--- config.mk ---
export PLATFORM = sky130hd
export DESIGN_NAME = seq_shifter
export DESIGN_NICKNAME = d
export VERILOG_FILES = /design/src/rtl/seq_shifter.sv
export SDC_FILE = /design/constraint.sdc
export NUM_CORES = 1
export LEC_CHECK = 0
export CORE_ASPECT_RATIO = 0.5
export CORE_UTILIZATION = 35
export CTS_BUF_LIST = sky130_fd_sc_hd__clkbuf_8
export CTS_CLUSTER_SIZE = 20
export DETAILED_ROUTE_END_ITERATION = 8
export PLACE_DENSITY = 0.6
export SKIP_CTS_REPAIR_TIMING = 1
export SLEW_MARGIN = 20
export SYNTH_ARGS = -nofsm -noshare
export SYNTH_HDL_FRONTEND = slang
export SYNTH_SLANG_ARGS = --single-unit
--- constraint.sdc ---
create_clock -name clk -period 2.5 [get_ports clk]
set_input_delay 0.5 -clock clk [delete_from_list [all_inputs] [get_ports clk]]
set_output_delay 0.5 -clock clk [all_outputs]
set_load 0.005 [all_outputs]
--- src/rtl/seq_shifter.sv ---
// rtl/seq_shifter.sv - multi-cycle WIDTH-bit shifter/rotator, one bit position per clock
//
// Purpose: parametrised state register with load, clear, logical/arithmetic
// shift, rotate and serial-insert modes under a start/busy/done handshake.
//
// Ports:
//   clk   in   1      rising-edge clock
//   rst   in   1      asynchronous active-high reset
//   start in   1      request, accepted in IDLE or DONE
//   op    in   3      LOAD/SLL/SRL/SRA/ROL/ROR/SLI/CLR
//   din   in   WIDTH  operand, captured at an accepted start
//   amt   in   SHW    shift count, captured at an accepted start
//   sin   in   1      serial input for SLI, sampled every SHIFT cycle
//   dout  out  WIDTH  data register
//   sout  out  1      last bit shifted or rotated out
//   busy  out  1      high while shifting
//   done  out  1      one-cycle completion pulse
//   zero  out  1      dout == 0 (combinational)

module seq_shifter #(
  parameter int WIDTH = 16,
  localparam int SHW = $clog2(WIDTH)
) (
  input  logic             clk,
  input  logic             rst,
  input  logic             start,
  input  logic [2:0]       op,
  input  logic [WIDTH-1:0] din,
  input  logic [SHW-1:0]   amt,
  input  logic             sin,
  output logic [WIDTH-1:0] dout,
  output logic             sout,
  output logic             busy,
  output logic             done,
  output logic             zero
);

  localparam logic [2:0] OP_LOAD = 3'b000;
  localparam logic [2:0] OP_SLL  = 3'b001;
  localparam logic [2:0] OP_SRL  = 3'b010;
  localparam logic [2:0] OP_SRA  = 3'b011;
  localparam logic [2:0] OP_ROL  = 3'b100;
  localparam logic [2:0] OP_ROR  = 3'b101;
  localparam logic [2:0] OP_SLI  = 3'b110;
  localparam logic [2:0] OP_CLR  = 3'b111;

  typedef enum logic [1:0] {
    IDLE  = 2'b00,
    SHIFT = 2'b01,
    DONE  = 2'b10
  } state_t;

  state_t           state, state_nxt;
  logic [WIDTH-1:0] dout_nxt;
  logic             sout_nxt;
  logic [SHW-1:0]   cnt, cnt_nxt;
  logic [2:0]       op_q, op_nxt;
  logic             accept;

  always_ff @(posedge clk or posedge rst) begin
    if (rst) begin
      state <= IDLE;
      dout  <= '0;
      sout  <= 1'b0;
      cnt   <= '0;
      op_q  <= OP_LOAD;
    end else begin
      state <= state_nxt;
      dout  <= dout_nxt;
      sout  <= sout_nxt;
      cnt   <= cnt_nxt;
      op_q  <= op_nxt;
    end
  end

  always_comb begin
    state_nxt = state;
    dout_nxt  = dout;
    sout_nxt  = sout;
    cnt_nxt   = cnt;
    op_nxt    = op_q;
    // Requests arriving while shifting are dropped, not queued.
    accept    = start && (state != SHIFT);

    case (state)
      SHIFT: begin
        case (op_q)
          OP_SLL: begin
            dout_nxt = {dout[WIDTH-2:0], 1'b0};
            sout_nxt = dout[WIDTH-1];
          end
          OP_SRL: begin
            dout_nxt = {1'b0, dout[WIDTH-1:1]};
            sout_nxt = dout[0];
          end
          OP_SRA: begin
            dout_nxt = {dout[WIDTH-1], dout[WIDTH-1:1]};
            sout_nxt = dout[0];
          end
          OP_ROL: begin
            dout_nxt = {dout[WIDTH-2:0], dout[WIDTH-1]};
            sout_nxt = dout[WIDTH-1];
          end
          OP_ROR: begin
            dout_nxt = {dout[0], dout[WIDTH-1:1]};
            sout_nxt = dout[0];
          end
          OP_SLI: begin
            dout_nxt = {dout[WIDTH-2:0], sin};
            sout_nxt = dout[WIDTH-1];
          end
          default: begin
            dout_nxt = dout;
            sout_nxt = sout;
          end
        endcase
        cnt_nxt   = cnt - SHW'(1);
        state_nxt = (cnt == SHW'(1)) ? DONE : SHIFT;
      end

      default: begin
        // IDLE and DONE behave alike: DONE falls back to IDLE unless a new
        // request is accepted in the same cycle.
        state_nxt = IDLE;
        if (accept) begin
          op_nxt  = op;
          cnt_nxt = amt;
          if (op == OP_CLR) begin
            dout_nxt  = '0;
            sout_nxt  = 1'b0;
            state_nxt = DONE;
          end else if (op == OP_LOAD) begin
            dout_nxt  = din;
            sout_nxt  = 1'b0;
            state_nxt = DONE;
          end else begin
            // Zero-length shift completes immediately and keeps sout.
            dout_nxt  = din;
            state_nxt = (amt == '0) ? DONE : SHIFT;
          end
        end
      end
    endcase
  end

  assign busy = (state == SHIFT);
  assign done = (state == DONE);
  assign zero = (dout == '0);

endmodule

### Word level (Yosys, flattened, before mapping)

Index checks and enable logic that the tools add are counted.

* add/sub/neg operators: 1
* eq/ne operators: 15
* bitwise gates (word level): 1
* mux-type cells: 17
* reductions and logical operators: 12

Operators with widths (number)
* 16-bit case mux with 6 select lines: 1
* 16-bit 2-to-1 mux: 3
* 16-bit logical NOT: 1
* 3-bit equality test, second input constant: 4
* 2-bit 2-to-1 mux: 6
* 4-bit 2-to-1 mux: 2
* 7-bit by 1-bit != test with 1-bit output, second input constant: 1
* 3-bit by 2-bit equality test with 1-bit output, second input constant: 2
* 6-bit by 1-bit != test with 1-bit output, second input constant: 1
* 3-bit AND reduction: 2
* 3-bit OR reduction: 2
* 4-bit by 1-bit equality test with 1-bit output, second input constant: 1
* 4-bit logical NOT: 1
* 1-bit 2-to-1 mux: 4
* 2-bit AND reduction: 2
* 4-bit by 1-bit subtractor with 4-bit output, second input constant: 1
* 3-bit by 1-bit equality test with 1-bit output, second input constant: 1
* 3-bit logical NOT: 1
* 3-bit != test, second input constant: 1
* 3-bit nonzero test: 1
* 2-bit by 1-bit equality test with 1-bit output, second input constant: 1
* 2-bit equality test, second input constant: 1
* 2-bit by 1-bit != test with 1-bit output, second input constant: 1
* 2-bit != test, second input constant: 1
* other kinds (4): 4

* output and inout port bits: 20
* register bits after elaboration: 26
* logic and storage cells: 52
* input port bits: 27

### Depth between registers and ports, before layout

Gate-level depths: netlist of run 1.

* depth after elaboration: 6
* gate-level depth with buffers: 8
* gate-level depth less buffers: 5

### Worst setup path before layout of run 1

Ideal clock, no wire load.

* path type: register to register
* from: register state[1]
* to: register dout[1]
* stages on the path, launching flop included: 9
* period minus slack after synthesis: 1.552 ns
* buffers on the path: 4
* setup slack: 0.948 ns
* data arrival time: 1.471 ns
* data required time: 2.419 ns
* setup time: 0.081 ns
* cells stage by stage: dfrtp_1 > nand2b_4 > buf_6 > and2_4 > buf_6 > or2_1 > buf_6 > buf_12 > a31oi_2

* cells in the longest elaborated chain, start to end: 4
* elaborated cells between the ends (all ways): 7
* classes of those cells: eq/ne: 3; mux: 1; reduce/logical: 3

RTL lines
* start, declared: RTL line 53 `state_t state, state_nxt;`
* start signal, assigned: RTL line 68 `state <= state_nxt;`
* parallel branches: the longest is 4 deep, another holds 7-bit by 1-bit != test with 1-bit output
* end signal, assigned: RTL line 69 `dout <= dout_nxt;`
* end, declared: RTL line 31 `output logic [WIDTH-1:0] dout,`

Parallel ways; which one is timed is not known.
A chain may end at the register's enable or synchronous reset.

### Final worst setup path of run 1

* from: register dout[14]
* to: output zero

* cells in the longest elaborated chain, start to end: 1

RTL lines
* 16-bit logical NOT: RTL line 148 `assign zero = (dout == '0);`
* end, declared: RTL line 35 `output logic zero`

No other way between the ends.

==> reports/metrics.csv, run 1 <==
metric,value,unit
post-synth top area cell,dfrtp_1,
commonest cells in the netlist,"29 x nand2_1, 26 x dfrtp_1, 18 x nor3_1, 16 x o21ai_0, 10 x o31a_1",
die area,5500,sq um
H-Tree Level Count,1,
Inserted Diodes,0,
crit path capture,zero,
required time worst endpoint,2000,ps
number of global-route vias before repair,1507,
Seq pwr share,27.0,%
worst flop-to-flop path endpoint,dout[0]$_DFFE_PP0P_,
clock slew seen by the registers of the worst setup and hold paths,100,ps
Initial Utilization,36.7,%
minimum period implied by the final worst setup slack,2320,ps
Vias,1713,
initial antenna violation count,0,
number of port buffers,46,
worst slew pin tran,505,ps
Synth cell types,49,
pwr dens,1440,nW/um^2
io pins,47,
CTS Sinks,26,
sequential fraction of the synthesis area,35.8,%
endpoints failing hold,0,
flop2flop setup slack,490,ps
Layout area overhead,31.7,%
Rel. slew slack,66.3,%
total CTS buffers,3,
most area-consuming cells after synthesis,"dfrtp_1 36%, nand2_1 6.0%, nor3_1 5.0%",
P_int,1940,uW
Vias/cell,5.49,
RSZ-0062 raised after global routing,no,
"Avg Cell Area, Syn",9.13,sq um
CTS tree,yes,
LEAKAGE,0.000946,uW
Tot Pwr,3450,uW
CTS Buffer Depth,2,
ys flop type,dfrtp_1,
Syn Inst Count,199,
outcome,finished with violations,
R2R depth,4,
root buf cell,clkbuf_8,
Net Switching,1510,uW
drt drc,1,
Comb pwr share,62.6,%
Critical Path Source,dout[14]$_DFFE_PP0P_,
final wirelength,4.88,mm
Pins Over Slew Limit,0,
Mapped Area,1820,sq um
Crit. End Element,output pin,
first-pass GRT wire length,7.88,mm
Routed Antenna Nets,0,
Synth warnings,0,
post-detail-place hpwl,3.43,mm
Nets,272,
die height,52.9,microns
Syn Nets,228,
Worst VDD drop,0.000455,V
initial drt markers,71,
Layout Skew,9.52,ps
"Period Utilization, post-route",92.9,%
FP Rows,18,
number of synthesized flops with an enable pin,0,
Final setup viols,0,
share of cells above drive strength 1,13.6,%
area share of the largest cell type after synthesis,35.8,%
grt ovf,0,
first drt pass iteration count,6,
fraction of registers with async set or reset after synthesis,100,%
hold crit path type,reg2reg,
startpoint types,register,
Clk pwr share,10.4,%
Reg2Reg Launch Point,op_q[2]$_DFFE_PP0P_,
Max Cap Violations,0,
GRT Overall Usage,18.5,%
CP Max Fanout,6,
#FFs+latches synth,26,
Fmax achieved,431,MHz
Sw Share,43.8,%
WS Path Type,reg2out,
final estimated routing congestion in global placement,0.770,
Core Region,4950,sq um
final setup TNS,0,ps
largest net degree at the start of global routing,27,
failing checks,DRC,
Routed WL per cell,15.6,microns
WP data arrival,1820,ps
die width,104,microns
most frequent cell after synthesis,nand2_1,
"Clk Latency, worst-skew pair",280,ps
[cells by family after synthesis]
logic type / count (synthesis) / synth area share, %
AOI/OAI and AO/OA: 63 / 28.4
DFF: 26 / 35.8
muxes: 6 / 3.58
buffers and inverters: 22 / 7.58
adders and majority gates: 2 / 1.38
and+or+nand+nor: 80 / 23.3
[state kept, by name (all words and copies together) (netlist names)]
signal and count:
op_q 3, dout 16, cnt 4, state 2, sout 1
[how the worst min path moves through the flow]
stage                            start                 end  slack (ps)  cells past startpoint
global placement      sout$_DFFE_PP0P_    sout$_DFFE_PP0P_         490                      1
floorplan           cnt[0]$_DFFE_PP0P_  cnt[0]$_DFFE_PP0P_         460                      1
CTS                 cnt[0]$_DFFE_PP0P_  cnt[0]$_DFFE_PP0P_         500                      1
detailed placement  cnt[0]$_DFFE_PP0P_  cnt[0]$_DFFE_PP0P_         490                      1
global route        cnt[0]$_DFFE_PP0P_  cnt[0]$_DFFE_PP0P_         550                      1
finish              cnt[0]$_DFFE_PP0P_  cnt[0]$_DFFE_PP0P_         510                      1
[worst max-delay path, cell delays in order (launching register included)]
cell	delay, ps
dfrtp_1	460
nor4_1	320
and4_1	260
clkdlybuf4s50_1	500
[placed cells by master (no fill, tap or decap), types with 3 or more instances in the layout]
cell             count
clkdlybuf4s50_1     46
mux2_2               4
o21ai_0             16
a21oi_1              5
nand2_1             29
a31oi_1              6
a31oi_2              7
o31a_1              10
nor4_1               4
nor3_1              18
buf_4               10
nor2_1               8
a31oi_4              3
inv_1                5
dfrtp_1             26
clkbuf_8             3
[layer usage]
metal | vias up | share of wire, % | global-route usage [%]
met2 | 54 | 43 | 27.7
li1 | 832 | - | -
met3 | 4 | 4.9 | 3.45
met4 | 0 | 0.47 | 3.33
met1 | 823 | 51 | 27.5
met5 | - | 0 | 0
[power groups by stage]
stage | registers, uW | clock network (uW) | logic (uW)
6_report | 933 | 360 | 2160
3_3_place_gp | 929 | 0 | 2120
5_1_grt | 964 | 388 | 2360
2_1_floorplan | 867 | 0 | 1570
3_5_place_dp | 932 | 0 | 2150
4_1_cts | 925 | 368 | 2160
[cell type report]
class,instances,area (sq um)
Clock buffer,3,41.3
Clock inverter,1,30.0
Fill cell,495,2560
Inverter,5,18.8
Multi-Input combinational cell,151,1030
Sequential cell,26,651
Tap cell,70,87.6
Timing Repair Buffer,56,536
[stage by stage]
stage | hold WS (ps) | cells | cell area (sq um) | util (%) | setup WS [ps]
2_1_floorplan | 465 | 199 | 1820 | - | 948
3_3_place_gp | 486 | 308 | 2320 | 46.8 | 478
3_5_place_dp | 488 | 308 | 2320 | 46.8 | 426
4_1_cts | 503 | 312 | 2390 | 48.3 | 176
5_1_grt | 545 | 312 | 2390 | 48.3 | 69.6
6_report | 509 | 312 | 2390 | 48.3 | 177
(Power assumes the default switching activity.)
==> run 2: changes to the inputs <==
--- a/config.mk
+++ b/config.mk
@@ -11,7 +11,6 @@
 export CTS_CLUSTER_SIZE = 20
 export DETAILED_ROUTE_END_ITERATION = 8
 export PLACE_DENSITY = 0.6
-export SKIP_CTS_REPAIR_TIMING = 1
 export SLEW_MARGIN = 20
 export SYNTH_ARGS = -nofsm -noshare
 export SYNTH_HDL_FRONTEND = slang
==> results of run 2 <==
No change in the layout: final DEF, timing and power equal those of run 1.
==> run 3: changes to the inputs <==
--- a/config.mk
+++ b/config.mk
@@ -6,11 +6,11 @@
 export NUM_CORES = 1
 export LEC_CHECK = 0
 export CORE_ASPECT_RATIO = 0.5
-export CORE_UTILIZATION = 35
-export CTS_BUF_LIST = sky130_fd_sc_hd__clkbuf_8
+export CORE_UTILIZATION = 45
+export CTS_BUF_LIST = sky130_fd_sc_hd__clkbuf_2 sky130_fd_sc_hd__clkbuf_4 sky130_fd_sc_hd__clkbuf_8
 export CTS_CLUSTER_SIZE = 20
 export DETAILED_ROUTE_END_ITERATION = 8
-export PLACE_DENSITY = 0.6
+export PLACE_DENSITY = 0.74
 export SLEW_MARGIN = 20
 export SYNTH_ARGS = -nofsm -noshare
 export SYNTH_HDL_FRONTEND = slang
==> run 3 against run 2 <==
Critical endpoint unchanged. Die area fell by 22%. Maximum frequency is 1.9% higher. Sequential power up 3.5%. Power down 4.8%. The flow now finishes without violations. Clock power decreased by 34%.
==> reports/metrics.csv, run 3 (synthesis results as in run 1) <==
metric,value,unit,change
outcome,"complete, no violations",,
minimum period implied by the final worst setup slack,2280,ps,-44.0 ps
initial antenna violation count,0,,unchanged
worst slew pin tran,545,ps,+39.8 ps
LEAKAGE,0.000922,uW,-2.5%
Layout area overhead,27.9,%,
Inserted Diodes,0,,unchanged
cts repair resizes,0,,
die width,91.9,microns,-12%
number of flip-flops in the largest register,16,,unchanged
CTS Buffer Depth,2,,unchanged
Routed Antenna Nets,0,,unchanged
startpoint types,register,,
grt ovf,0,,unchanged
post-detail-place hpwl,3.26,mm,-4.9%
share of cells above drive strength 1,12.6,%,-1.1 points
Max Cap Violations,0,,unchanged
Pins Over Slew Limit,0,,unchanged
most frequent cells in the layout,"46 x clkdlybuf4s50_1, 29 x nand2_1, 26 x dfrtp_1",,
"Largest stage delay, worst path",500,ps,about the same
Largest Register,dout,,
Crit. End Element,output pin,,
Critical-path top delay cell,clkdlybuf4s50_1,,
hold buffers post-CTS,0,,
hold crit path type,reg2reg,,
final estimated routing congestion in global placement,0.847,,+10%
WS Path Type,reg2out,,
die area,4310,sq um,-22%
Vias,1692,,-1.2%
"Period Utilization, post-route",91.1,%,-1.8 points
Layout Skew,6.57,ps,-2.95 ps
number of port buffers,46,,unchanged
Vias/cell,5.83,,+6.3%
Hold Crit Depth,1,,unchanged
WP data arrival,1780,ps,-40 ps
first-pass GRT wire length,7.65,mm,-2.9%
io pins,47,,unchanged
final wirelength,4.61,mm,-5.5%
Final setup viols,0,,unchanged
clock slew seen by the registers of the worst setup and hold paths,90,ps,about the same
largest net degree at the start of global routing,27,,unchanged
first drt pass iteration count,4,,-2
H-Tree Level Count,1,,unchanged
Nets,270,,-0.74%
"most common cell after layout, fill and taps aside",clkdlybuf4s50_1,,
Core Region,3640,sq um,-27%
postcts setup bufs,0,,
Routed WL per cell,15.9,microns,+1.7%
RSZ-0062 raised after global routing,no,,
"worst slack, placed",490,ps,+64.1 ps
total CTS buffers,3,,unchanged
CP Max Fanout,6,,unchanged
root buf cell,clkbuf_8,,
initial drt markers,118,,+66%
die height,46.9,microns,-11%
Rel. slew slack,63.2,%,-3.1 points
CTS Sinks,26,,unchanged
final setup TNS,0,ps,unchanged
Worst VDD drop,0.000698,V,+53%
pwr dens,1410,nW/um^2,-2.0%
FP Rows,15,,-3
Largest regs,"dout (16), cnt (4), op_q (3)",,
Fmax achieved,439,MHz,+1.9%
Area after DPL,2280,sq um,-1.7%
Initial Utilization,49.9,%,+13 points
R2R depth,4,,unchanged
required time worst endpoint,2000,ps,about the same
setup ws final,221,ps,+44.0 ps
"Clk Latency, worst-skew pair",270,ps,about the same
drt drc,0,,-1
crit-path cells,nor4_1 > and4_1 > clkdlybuf4s50_1,,
endpoints failing hold,0,,unchanged
design area,2320,sq um,-2.9%
GRT Overall Usage,23.2,%,+4.7 points
CTS tree,yes,,
number of global-route vias before repair,1589,,+5.4%
## run 3: changes by cell type in the layout (fill, tap and decap cells not counted)
cell and change:
bufinv_16 -1, buf_4 -2
## run 3: power by group
group	internal [uW]	switching (uW)
Clock	108	131
Combinational	1050	1030
Sequential	647	319
## run 3: per-layer routing
layer	track usage, %	vias to the layer above	wire, microns
met5	0	-	0
met4	3.44	0	14
met3	5.02	2	262
met2	40.9	52	2140
met1	31.0	821	2200
li1	-	817	-
## run 3: area by class of cell
type | count | area [sq um]
Clock buffer | 3 | 41.3
Fill cell | 326 | 1320
Multi-Input combinational cell | 151 | 1030
Timing Repair Buffer | 54 | 520
Sequential cell | 26 | 651
Inverter | 5 | 18.8
Tap cell | 51 | 63.8
## run 3: worst paths after layout
check | startpoint | endpoint | slack [ps]
setup / recovery | dout[13]$_DFFE_PP0P_ | zero | 220
hold / removal | cnt[0]$_DFFE_PP0P_ | cnt[0]$_DFFE_PP0P_ | 510
setup reg to reg | op_q[2]$_DFFE_PP0P_ | dout[0]$_DFFE_PP0P_ | 540
hold reg to reg | cnt[0]$_DFFE_PP0P_ | cnt[0]$_DFFE_PP0P_ | 510
max in group asynchronous | rst | dout[15]$_DFFE_PP0P_ | 1670
min in group asynchronous | rst | dout[13]$_DFFE_PP0P_ | 580
## run 3: worst max-delay path, delay by kind of cell, from the launching register on
| kind | cells | cell delay, ps |
|---|---|---|
| simple gates | 2 | 560 |
| buf+inv | 1 | 500 |
| flops | 1 | 450 |
## run 3: stage by stage
step	power (uW)	utilization, %	std cells	hold slack [ps]
2_1_floorplan	2430	-	199	465
3_3_place_gp	2990	62.7	287	485
3_5_place_dp	3040	62.7	287	496
4_1_cts	3290	63.8	290	509
5_1_grt	3560	63.8	290	536
6_report	3290	63.8	290	507
